--- src/rtl/ghost_pkg.sv ---
// Shared ghost definitions: direction codes, life-cycle states, position widths.
package ghost_pkg;

  localparam int X_W = 11;
  localparam int Y_W = 10;

  localparam logic [3:0] DIR_NONE = 4'b0000;
  localparam logic [3:0] RIGHT    = 4'b0001;
  localparam logic [3:0] UP       = 4'b0010;
  localparam logic [3:0] DOWN     = 4'b0100;
  localparam logic [3:0] LEFT     = 4'b1000;

  typedef enum logic [1:0] {
    GS_HOME    = 2'd0,
    GS_EXIT    = 2'd1,
    GS_ROAM    = 2'd2,
    GS_RESPAWN = 2'd3
  } ghost_state_t;

  // True when exactly one direction bit is set.
  function automatic logic is_onehot4(input logic [3:0] d);
    return (d != 4'b0000) && ((d & (d - 4'd1)) == 4'b0000);
  endfunction

endpackage

--- src/rtl/ghost_step.sv ---
// One-step position update for a one-hot direction, with horizontal wrap.
module ghost_step
  import ghost_pkg::*;
#(
  parameter int STEP     = 1,
  parameter int SCREEN_W = 640
) (
  input  logic [X_W-1:0] pos_x,
  input  logic [Y_W-1:0] pos_y,
  input  logic [3:0]     dir,
  output logic [X_W-1:0] next_x,
  output logic [Y_W-1:0] next_y
);

  localparam logic [X_W-1:0] STEP_X = X_W'(STEP);
  localparam logic [Y_W-1:0] STEP_Y = Y_W'(STEP);
  localparam logic [X_W-1:0] LAST_X = X_W'(SCREEN_W - STEP);

  // Apply one step; x wraps at the screen edges, y never wraps.
  always_comb begin
    next_x = pos_x;
    next_y = pos_y;
    case (dir)
      RIGHT: next_x = (pos_x == LAST_X) ? '0 : pos_x + STEP_X;
      LEFT:  next_x = (pos_x == '0) ? LAST_X : pos_x - STEP_X;
      UP:    next_y = pos_y - STEP_Y;
      DOWN:  next_y = pos_y + STEP_Y;
      default: ;
    endcase
  end

endmodule

--- src/rtl/ghost_motion.sv ---
// Ghost position and life-cycle controller driven by the steering interface.
module ghost_motion
  import ghost_pkg::*;
#(
  parameter int START_X       = 320,
  parameter int START_Y       = 240,
  parameter int EXIT_Y        = 208,
  parameter int TILE_LOG2     = 4,
  parameter int STEP          = 1,
  parameter int SCREEN_W      = 640,
  parameter int RELEASE_TICKS = 120,
  parameter int RESPAWN_TICKS = 60
) (
  input  logic           clk,
  input  logic           rst_n,
  input  logic           move_tick,
  input  logic [3:0]     move_direction,
  input  logic [3:0]     valid_moves,
  input  logic           caught,
  output logic [X_W-1:0] ghost_pos_x,
  output logic [Y_W-1:0] ghost_pos_y,
  output logic [3:0]     prev_direction,
  output logic [1:0]     ghost_state,
  output logic           stalled
);

  localparam int CNT_MAX = (RELEASE_TICKS > RESPAWN_TICKS) ? RELEASE_TICKS : RESPAWN_TICKS;
  localparam int CNT_W   = (CNT_MAX > 1) ? $clog2(CNT_MAX) : 1;

  localparam logic [X_W-1:0]   HOME_X      = X_W'(START_X);
  localparam logic [Y_W-1:0]   HOME_Y      = Y_W'(START_Y);
  localparam logic [Y_W-1:0]   EXIT_Y_V    = Y_W'(EXIT_Y);
  localparam logic [CNT_W-1:0] RELEASE_END = CNT_W'(RELEASE_TICKS - 1);
  localparam logic [CNT_W-1:0] RESPAWN_END = CNT_W'(RESPAWN_TICKS - 1);

  ghost_state_t     state_q, state_nxt;
  logic [CNT_W-1:0] cnt_q, cnt_nxt;
  logic [X_W-1:0]   x_nxt, step_x;
  logic [Y_W-1:0]   y_nxt, step_y;
  logic [3:0]       prev_nxt, step_dir;
  logic             stalled_nxt;
  logic             aligned, req_ok, prev_ok;

  assign aligned = (ghost_pos_x[TILE_LOG2-1:0] == '0) && (ghost_pos_y[TILE_LOG2-1:0] == '0);
  assign req_ok  = aligned && is_onehot4(move_direction) && ((move_direction & valid_moves) != 4'b0000);
  assign prev_ok = (prev_direction != DIR_NONE) &&
                   (!aligned || ((prev_direction & valid_moves) != 4'b0000));

  // Direction actually taken this tick: forced UP while exiting, steering choice while roaming.
  always_comb begin
    step_dir = DIR_NONE;
    case (state_q)
      GS_EXIT: step_dir = UP;
      GS_ROAM: begin
        if (req_ok)       step_dir = move_direction;
        else if (prev_ok) step_dir = prev_direction;
      end
      default: ;
    endcase
  end

  ghost_step #(
    .STEP     (STEP),
    .SCREEN_W (SCREEN_W)
  ) u_step (
    .pos_x  (ghost_pos_x),
    .pos_y  (ghost_pos_y),
    .dir    (step_dir),
    .next_x (step_x),
    .next_y (step_y)
  );

  // Life-cycle transitions and position updates; caught pre-empts any tick.
  always_comb begin
    state_nxt   = state_q;
    cnt_nxt     = cnt_q;
    x_nxt       = ghost_pos_x;
    y_nxt       = ghost_pos_y;
    prev_nxt    = prev_direction;
    stalled_nxt = 1'b0;
    if (caught && (state_q != GS_RESPAWN)) begin
      state_nxt = GS_RESPAWN;
      cnt_nxt   = '0;
      x_nxt     = HOME_X;
      y_nxt     = HOME_Y;
      prev_nxt  = DIR_NONE;
    end else if (move_tick) begin
      case (state_q)
        GS_HOME: begin
          if (cnt_q == RELEASE_END) begin
            state_nxt = GS_EXIT;
            cnt_nxt   = '0;
          end else begin
            cnt_nxt = cnt_q + 1'b1;
          end
        end
        GS_EXIT: begin
          y_nxt    = step_y;
          prev_nxt = UP;
          if (step_y == EXIT_Y_V) state_nxt = GS_ROAM;
        end
        GS_ROAM: begin
          if (step_dir != DIR_NONE) begin
            x_nxt    = step_x;
            y_nxt    = step_y;
            prev_nxt = step_dir;
          end else begin
            stalled_nxt = 1'b1;
          end
        end
        GS_RESPAWN: begin
          if (cnt_q == RESPAWN_END) begin
            state_nxt = GS_HOME;
            cnt_nxt   = '0;
          end else begin
            cnt_nxt = cnt_q + 1'b1;
          end
        end
        default: ;
      endcase
    end
  end

  // State and output registers; asynchronous reset restores the house start.
  always_ff @(posedge clk or negedge rst_n) begin
    if (!rst_n) begin
      state_q        <= GS_HOME;
      cnt_q          <= '0;
      ghost_pos_x    <= HOME_X;
      ghost_pos_y    <= HOME_Y;
      prev_direction <= DIR_NONE;
      stalled        <= 1'b0;
    end else begin
      state_q        <= state_nxt;
      cnt_q          <= cnt_nxt;
      ghost_pos_x    <= x_nxt;
      ghost_pos_y    <= y_nxt;
      prev_direction <= prev_nxt;
      stalled        <= stalled_nxt;
    end
  end

  assign ghost_state = state_q;

endmodule

--- config.mk ---
export PLATFORM = sky130hd
export DESIGN_NAME = ghost_motion
export DESIGN_NICKNAME = d
export VERILOG_FILES = /design/src/rtl/ghost_pkg.sv /design/src/rtl/ghost_step.sv /design/src/rtl/ghost_motion.sv
export SDC_FILE = /design/constraint.sdc
export NUM_CORES = 1
export LEC_CHECK = 0
export BUFFER_PORTS_ARGS = -buffer_cell sky130_fd_sc_hd__buf_2
export CORE_UTILIZATION = 45
export CTS_CLUSTER_DIAMETER = 60
export DETAILED_ROUTE_END_ITERATION = 10
export SLEW_MARGIN = 25
export SYNTH_ARGS = -nofsm -noshare
export SYNTH_HDL_FRONTEND = slang
export SYNTH_SLANG_ARGS = --single-unit
--- constraint.sdc ---
create_clock -name clk -period 4.85 [get_ports clk]
set_input_delay 0.2425 -clock clk [delete_from_list [all_inputs] [get_ports clk]]
set_output_delay 0.2425 -clock clk [all_outputs]
set_load 0.03 [all_outputs]
# --- Yosys cells after proc, flatten, opt, wreduce, memory -nomap -nowiden ---
# Cells that the tools add are included.
word_totals:
  in_bits: 12
  elab_cells: 94
  register_bits: 35
  out_inout_bits: 28
classes:
  n_reduce_logical: 29
  addsub: 6
  n_eq_ne: 16
  n_bitwise: 3
  mux: 34
op_table:
  columns: ["cell", "n"]
  rows:
  - ["two-way mux 11 bit", 6]
  - ["one-hot mux 10 bit (2 select lines)", 2]
  - ["two-way mux 10 bit", 3]
  - ["two-way mux 7 bit", 4]
  - ["nonzero test 4 bit", 6]
  - ["one-hot mux 11 bit (2 select lines)", 1]
  - ["two-way mux 4 bit", 5]
  - ["one-hot mux 4 bit (2 select lines)", 2]
  - ["one-hot mux 7 bit (2 select lines)", 1]
  - ["AND 4 bit", 3]
  - ["logical NOT 4 bit", 3]
  - ["!= test 3 bit, second input constant", 4]
  - ["adder 11 x 1 -> 11 bit, second input constant", 1]
  - ["equality test 11 x 10 -> 1 bit, second input constant", 1]
  - ["logical NOT 11 bit", 1]
  - ["subtractor 11 x 1 -> 11 bit, second input constant", 1]
  - ["adder 10 x 1 -> 10 bit, second input constant", 1]
  - ["equality test 10 x 8 -> 1 bit, second input constant", 1]
  - ["two-way mux 2 bit", 5]
  - ["subtractor 10 x 1 -> 10 bit, second input constant", 1]
  - ["nonzero test 3 bit", 3]
  - ["adder 7 x 1 -> 7 bit, second input constant", 1]
  - ["equality test 7 x 6 -> 1 bit, second input constant", 1]
  - ["equality test 7 bit, second input constant", 1]
  - ["other kinds (19)", 30]

# --- Logic depth before layout (Yosys ltp) ---
depth:
  word_depth: 15
  ltp_mapped: 20
  ltp_nobuf: 19

# --- Cells and area by module ---
# Synthesis repeated with hierarchy kept, for this count alone.
hier_totals:
  cells_unflattened: 363
  area_unflattened_um2: 3114.2
by_module_without_submodules:
  columns: ["mod", "area_each_um2", "seq_area_each_um2", "cells_per_inst", "instances"]
  rows:
  - ["ghost_motion", 1923.1, 883.3, 189, 1]
  - ["ghost_step", 1191.1, 0.0, 174, 1]

# --- Worst setup path before layout ---
# Ideal clock, no wire load.
synth_path:
  kind: "reg2reg"
  from: "reg ghost_pos_x[0]"
  to: "reg state_q[1] (netlist: ghost_state[1])"
  arrival_ns: 4.254
  t_required_ns: 4.723
  setup_ns: 0.127
  slack_ns: 0.468
  stages_incl_launch_ff: 20
  period_less_slack_ns: 4.382
  n_path_buf: 0
  cell_sequence: "dfrtp_1 -> inv_1 -> ha_1 -> nor3b_1 -> o211ai_2 -> a21oi_4 -> mux2i_1 -> and4_4 -> inv_1 -> ha_1 -> a211oi_1 -> o21ai_0 -> and2_1 -> a31oi_1 -> and3_1 -> o21ai_0 -> xnor2_1 -> o21ai_2 -> o2111a_1 -> nor3_2"
synth_via:
  elab_chain_cells: 13
  word_cells_on_any_way: 16
  classes_between: "eq/ne (4); mux (4); reduce/logical (8)"
synth_rtl:
  columns: ["element", "line_no", "rtl"]
  rows:
  - ["start, declared", "ghost_motion.sv:20", "output logic [X_W-1:0] ghost_pos_x,"]
  - ["start signal, assigned", "ghost_motion.sv:136", "ghost_pos_x <= x_nxt;"]
  - ["logical NOT 4 bit *", "ghost_motion.sv:44", "assign aligned = (ghost_pos_x[TILE_LOG2-1:0] == '0) && (ghost_pos_y[TILE_LOG2-1:0] == '0);"]
  - ["logical AND 1 bit *", "ghost_motion.sv:44", null]
  - ["logical NOT 1 bit", "ghost_motion.sv:47", "(!aligned || ((prev_direction & valid_moves) != 4'b0000));"]
  - ["logical OR 1 bit", "ghost_motion.sv:47", null]
  - ["logical AND 1 bit", "ghost_motion.sv:46", "assign prev_ok = (prev_direction != DIR_NONE) &&"]
  - ["two-way mux 4 bit", "ghost_motion.sv:56", "else if (prev_ok) step_dir = prev_direction;"]
  - ["two-way mux 4 bit *", "ghost_motion.sv:55", "if (req_ok) step_dir = move_direction;"]
  - ["one-hot mux 4 bit (2 select lines) *", "ghost_motion.sv:52", "case (state_q)"]
  - ["equality test 4 x 3 -> 1 bit or equality test 4 x 2 -> 1 bit (tied branches)", "ghost_step.sv:23", "case (dir)"]
  - ["one-hot mux 10 bit (2 select lines) *", "ghost_step.sv:23", null]
  - ["equality test 10 x 8 -> 1 bit *", "ghost_motion.sv:100", "if (step_y == EXIT_Y_V) state_nxt = GS_ROAM;"]
  - ["!= test 3 bit (no source line) *", null, null]
  - ["AND reduction 5 bit (no source line) *", null, null]
  - ["end signal, assigned", "ghost_motion.sv:134", "state_q <= state_nxt;"]
  - ["end, declared", "ghost_motion.sv:36", "ghost_state_t state_q, state_nxt;"]
# Every way passes the cells marked *; elsewhere a longest branch is shown, timed or not.
# A chain may end at the register's enable or synchronous reset.

# --- Final worst setup path ---
# Same ends and word-level chain as after synthesis.

==> results.toml <==
[yosys]
synth_mux_area_share_pct = 4.16
synthArstFlopShare_pct = 100
yosys.area.top_type = "dfrtp_1"
synth-edff-count = 0
synth_adder_area_share_pct = 7.05
ys_ff_latch = 35
synth_compound_area_share_pct = 25.4
synth_top_area_share_pct = 24.6
synthFlopType = "dfrtp_1"
synth_simple_gate_area_share_pct = 24.5
synth_top_family_by_area = "compound AO/OA/AOI/OAI gates"
postSynthCellCount = 352
synth_area_per_cell_um2 = 8.37
synth_area_leaders = "dfrtp_1, ha_1, dfstp_2"
yosys_warnings = 0
yosysUniqueCellTypes = 65
synth-xor-area-share_pct = 4.16
ys_seq_area_share_pct = 30.0
syn_nets = 380
synth.cell_area_um2 = 2950

[pwr]
p_clk_share_pct = 13.5
p_leak_nw = 1.46
p_int_uw = 889
sw_frac_of_total_pct = 49.5
power.density_nw_per_um2 = 531
power_frac_comb_pct = 59.0
pwr-share-seq_pct = 27.4
vdd_drop_max_mv = 0.306
p_sw_uw = 870
power_mw = 1.76

[clock_network]
clock-root-buffer = "clkbuf_8"
clk_pin_slew_worst_paths_ns = 0.07
clkLatencyLatePin_ns = 0.29
cts_buffer_depth = 2
cts.sinks = 35
h-tree-depth = 2
cts_tree = "done"
hold_buffers = 0
cts_inserted_buffers = 5

[floorplan]
io_pins = 40
row_count = 29
die_y_um = 82.9
die_area_um2 = 6880
fp.dieW_um = 82.9
core_area_um2 = 6350
initial_core_util_pct = 46.4

[global_routing]
grt_use_met2_pct = 32.0
globalRoute.totalOverflow = 0
grt_pass1_vias = 2506
grt_pass1_wl_um = 12400
grt_max_degree = 36
antenna_found_initial = 0
grt_usage_pct = 21.8
grtUsageMet1_pct = 33.1
met3_usage_pct = 3.58
grt.busiest_layer = "met1"

[timing]
final_hold_viol_count = 0
max-slew-margin-rel_pct = 43.9
min_period_ns = 4.51
fin_tns_setup_ns = 0
setup_ws_ns = 0.345
timing.fmax_mhz = 222
finalCritPeriodShare_pct = 92.9
maxSlewViolCount = 0
worst_pin_slew_ns = 0.842
setup_viol = 0
skew_ns = 0.00525

[routing]
avgRoutedWirePerCell_um = 15.7
firstDrtPassIters = 7
drc = 0
drtAntennaViolNets = 0
via_per_inst = 5.98
vias = 2800
first_iter_violations = 136
routed_wirelength_um = 7360

[place]
dp_hpwl_um = 5290
gp_congestion = 0.912
place_inst = 458
io_buffers = 39
post-place-ws_ns = 0.0464
placed_area_um2 = 3190

[final_layout]
drive_above_1_share_pct = 19.9
stdcell_area_um2 = 3310
fin_nets = 418
syn_to_final_growth_pct = 12.4
n_antenna_cell = 0
nFillCells = 622
final_cells = 468

[setup_path]
cp-start-kind = "flip-flop"
end_kind = "flip-flop"
critical_path_arrival_ns = 4.68
path_cells = "inv_1 > ha_1 > nor3b_4 > o211ai_2 > a21oi_4 > mux2_2 > and4_4 > inv_1 > ha_1 > a211oi_1 > o21ai_0 > a21o_1 > a21oi_1 > xor2_1 > nor4_1 > mux2i_1 > o21ai_2 > o2111a_1 > nor3_2"
cpPeakStageDelay_ns = 0.45
crit_type = "flip-flop to flip-flop"
cp_slowest_cell = "dfrtp_1"
cp_max_fo = 8
cp.required_ns = 5.03
reg2reg_slack_ns = 0.34

[worst_hold_path]
min-delay-path-class = "input port to asynchronous set/reset pin"

[outcome]
status = "complete, no violations"

[flow_run]
cap_violations = 0
## final timing paths
kind | start | end | cells past startpoint
worst min-delay path | rst_n | stalled | 1
worst max-delay path | ghost_pos_x[0] | ghost_state[1] | 19
max in group asynchronous | rst_n | ghost_pos_x[9] | 1
min in group clk | move_tick | prev_direction[2] | 3
worst max register to register | ghost_pos_x[0] | ghost_state[1] | 19
worst min register to register | cnt_q[1] | cnt_q[1] | 2
## power groups by stage
| stage | Combinational, mW | Sequential [mW] | Clock, mW |
|---|---|---|---|
| 2_1_floorplan | 0.657 | 0.578 | 0 |
| 3_3_place_gp | 1.01 | 0.480 | 0 |
| 3_5_place_dp | 1.02 | 0.484 | 0 |
| 4_1_cts | 1.03 | 0.478 | 0.247 |
| 5_1_grt | 1.14 | 0.497 | 0.260 |
| 6_report | 1.04 | 0.482 | 0.238 |
## what timing repair did
item	CTS	global route
setup endpoints to repair	0	3
buffers inserted	0	2
resized for setup	0	3
## layer usage
metal / routed length, um / vias to the layer above
met5: 0 / -
met4: 83 / 0
met3: 332 / 7
met2: 3170 / 84
met1: 3770 / 1327
li1: - / 1382
## cell type report
class,instances,area [um2],area share [%]
Inverter,14,52.6,1.59
Timing Repair Buffer,46,248,7.48
Sequential cell,35,883,26.7
Multi-Input combinational cell,288,1930,58.3
Tap cell,77,96.3,2.91
Clock buffer,8,100,3.02
## kinds of logic (layout without fill, tap and decap cells)
| logic type | after synthesis | in the layout |
|---|---|---|
| DFF | 35 | 35 |
| buffers and inverters | 29 | 68 |
| adders and majority gates | 16 | 16 |
| xor gates and xnor gates | 14 | 14 |
| AOI/OAI and AO/OA | 109 | 109 |
| muxes | 12 | 12 |
| and+or+nand+nor | 137 | 137 |
## cell usage after synthesis, types with 6 or more instances
library cell,n
mux2i_1,10
nor2_1,32
a21o_1,7
dfrtp_1,29
and3_1,8
a21oi_1,24
o21ai_0,23
nand3_1,10
xnor2_1,9
inv_1,14
nor3_1,9
or3_1,7
dfstp_2,6
a31oi_1,7
o21ai_1,6
clkbuf_1,7
nand2_1,33
ha_1,15
## stage by stage
step	util [%]	hold WS, ns
final	52.2	0.0508
after global routing	52.2	0.116
after CTS	51.7	0.0817
after detailed placement	50.2	0.401
after global placement	50.2	0.389
after floorplan	-	-0.0531
## flip-flops by register name (all words and copies together), names as in the netlist
name and flops:
cnt_q 7, ghost_pos_x 11, ghost_pos_y 10, ghost_state 2, prev_direction 4, stalled 1
## worst max-delay path, delay by kind of cell, from the launching register on
family,cells,cell delay [ns]
DFF,1,0.45
adders and majority gates,2,0.52
xor gates and xnor gates,1,0.11
AOI/OAI and AO/OA,8,1.59
and+or+nand+nor,4,0.80
buffers and inverters,2,0.34
muxes,2,0.55
## cell usage in the layout, fill, tap and decap left out, drive strengths merged, types with 2 or more instances in the layout
cell type  netlist  routed
a21o             7       7
or3              9       9
clkbuf           7       8
o31ai            3       3
nand2           33      33
a311o            3       3
xor2             5       5
and3             8       8
o211ai           7       7
or4              2       2
nor2            33      33
o22a             4       4
o21a             3       3
nor3            10      10
and2             5       5
nand2b           2       2
dfstp            6       6
nor3b            2       2
inv             14      14
or2              3       3
ha              15      15
a22oi            3       3
mux2             2       2
o21ai           30      30
nor4             5       5
xnor2            9       9
a21oi           26      26
dfrtp           29      29
a311oi           2       2
nor4b            2       2
mux2i           10      10
a211oi           4       4
nand3           10      10
nand4            5       5
a22o             3       3
buf              8      46
a31oi            7       7
nand3b           2       2
(Power assumes the default switching activity.)
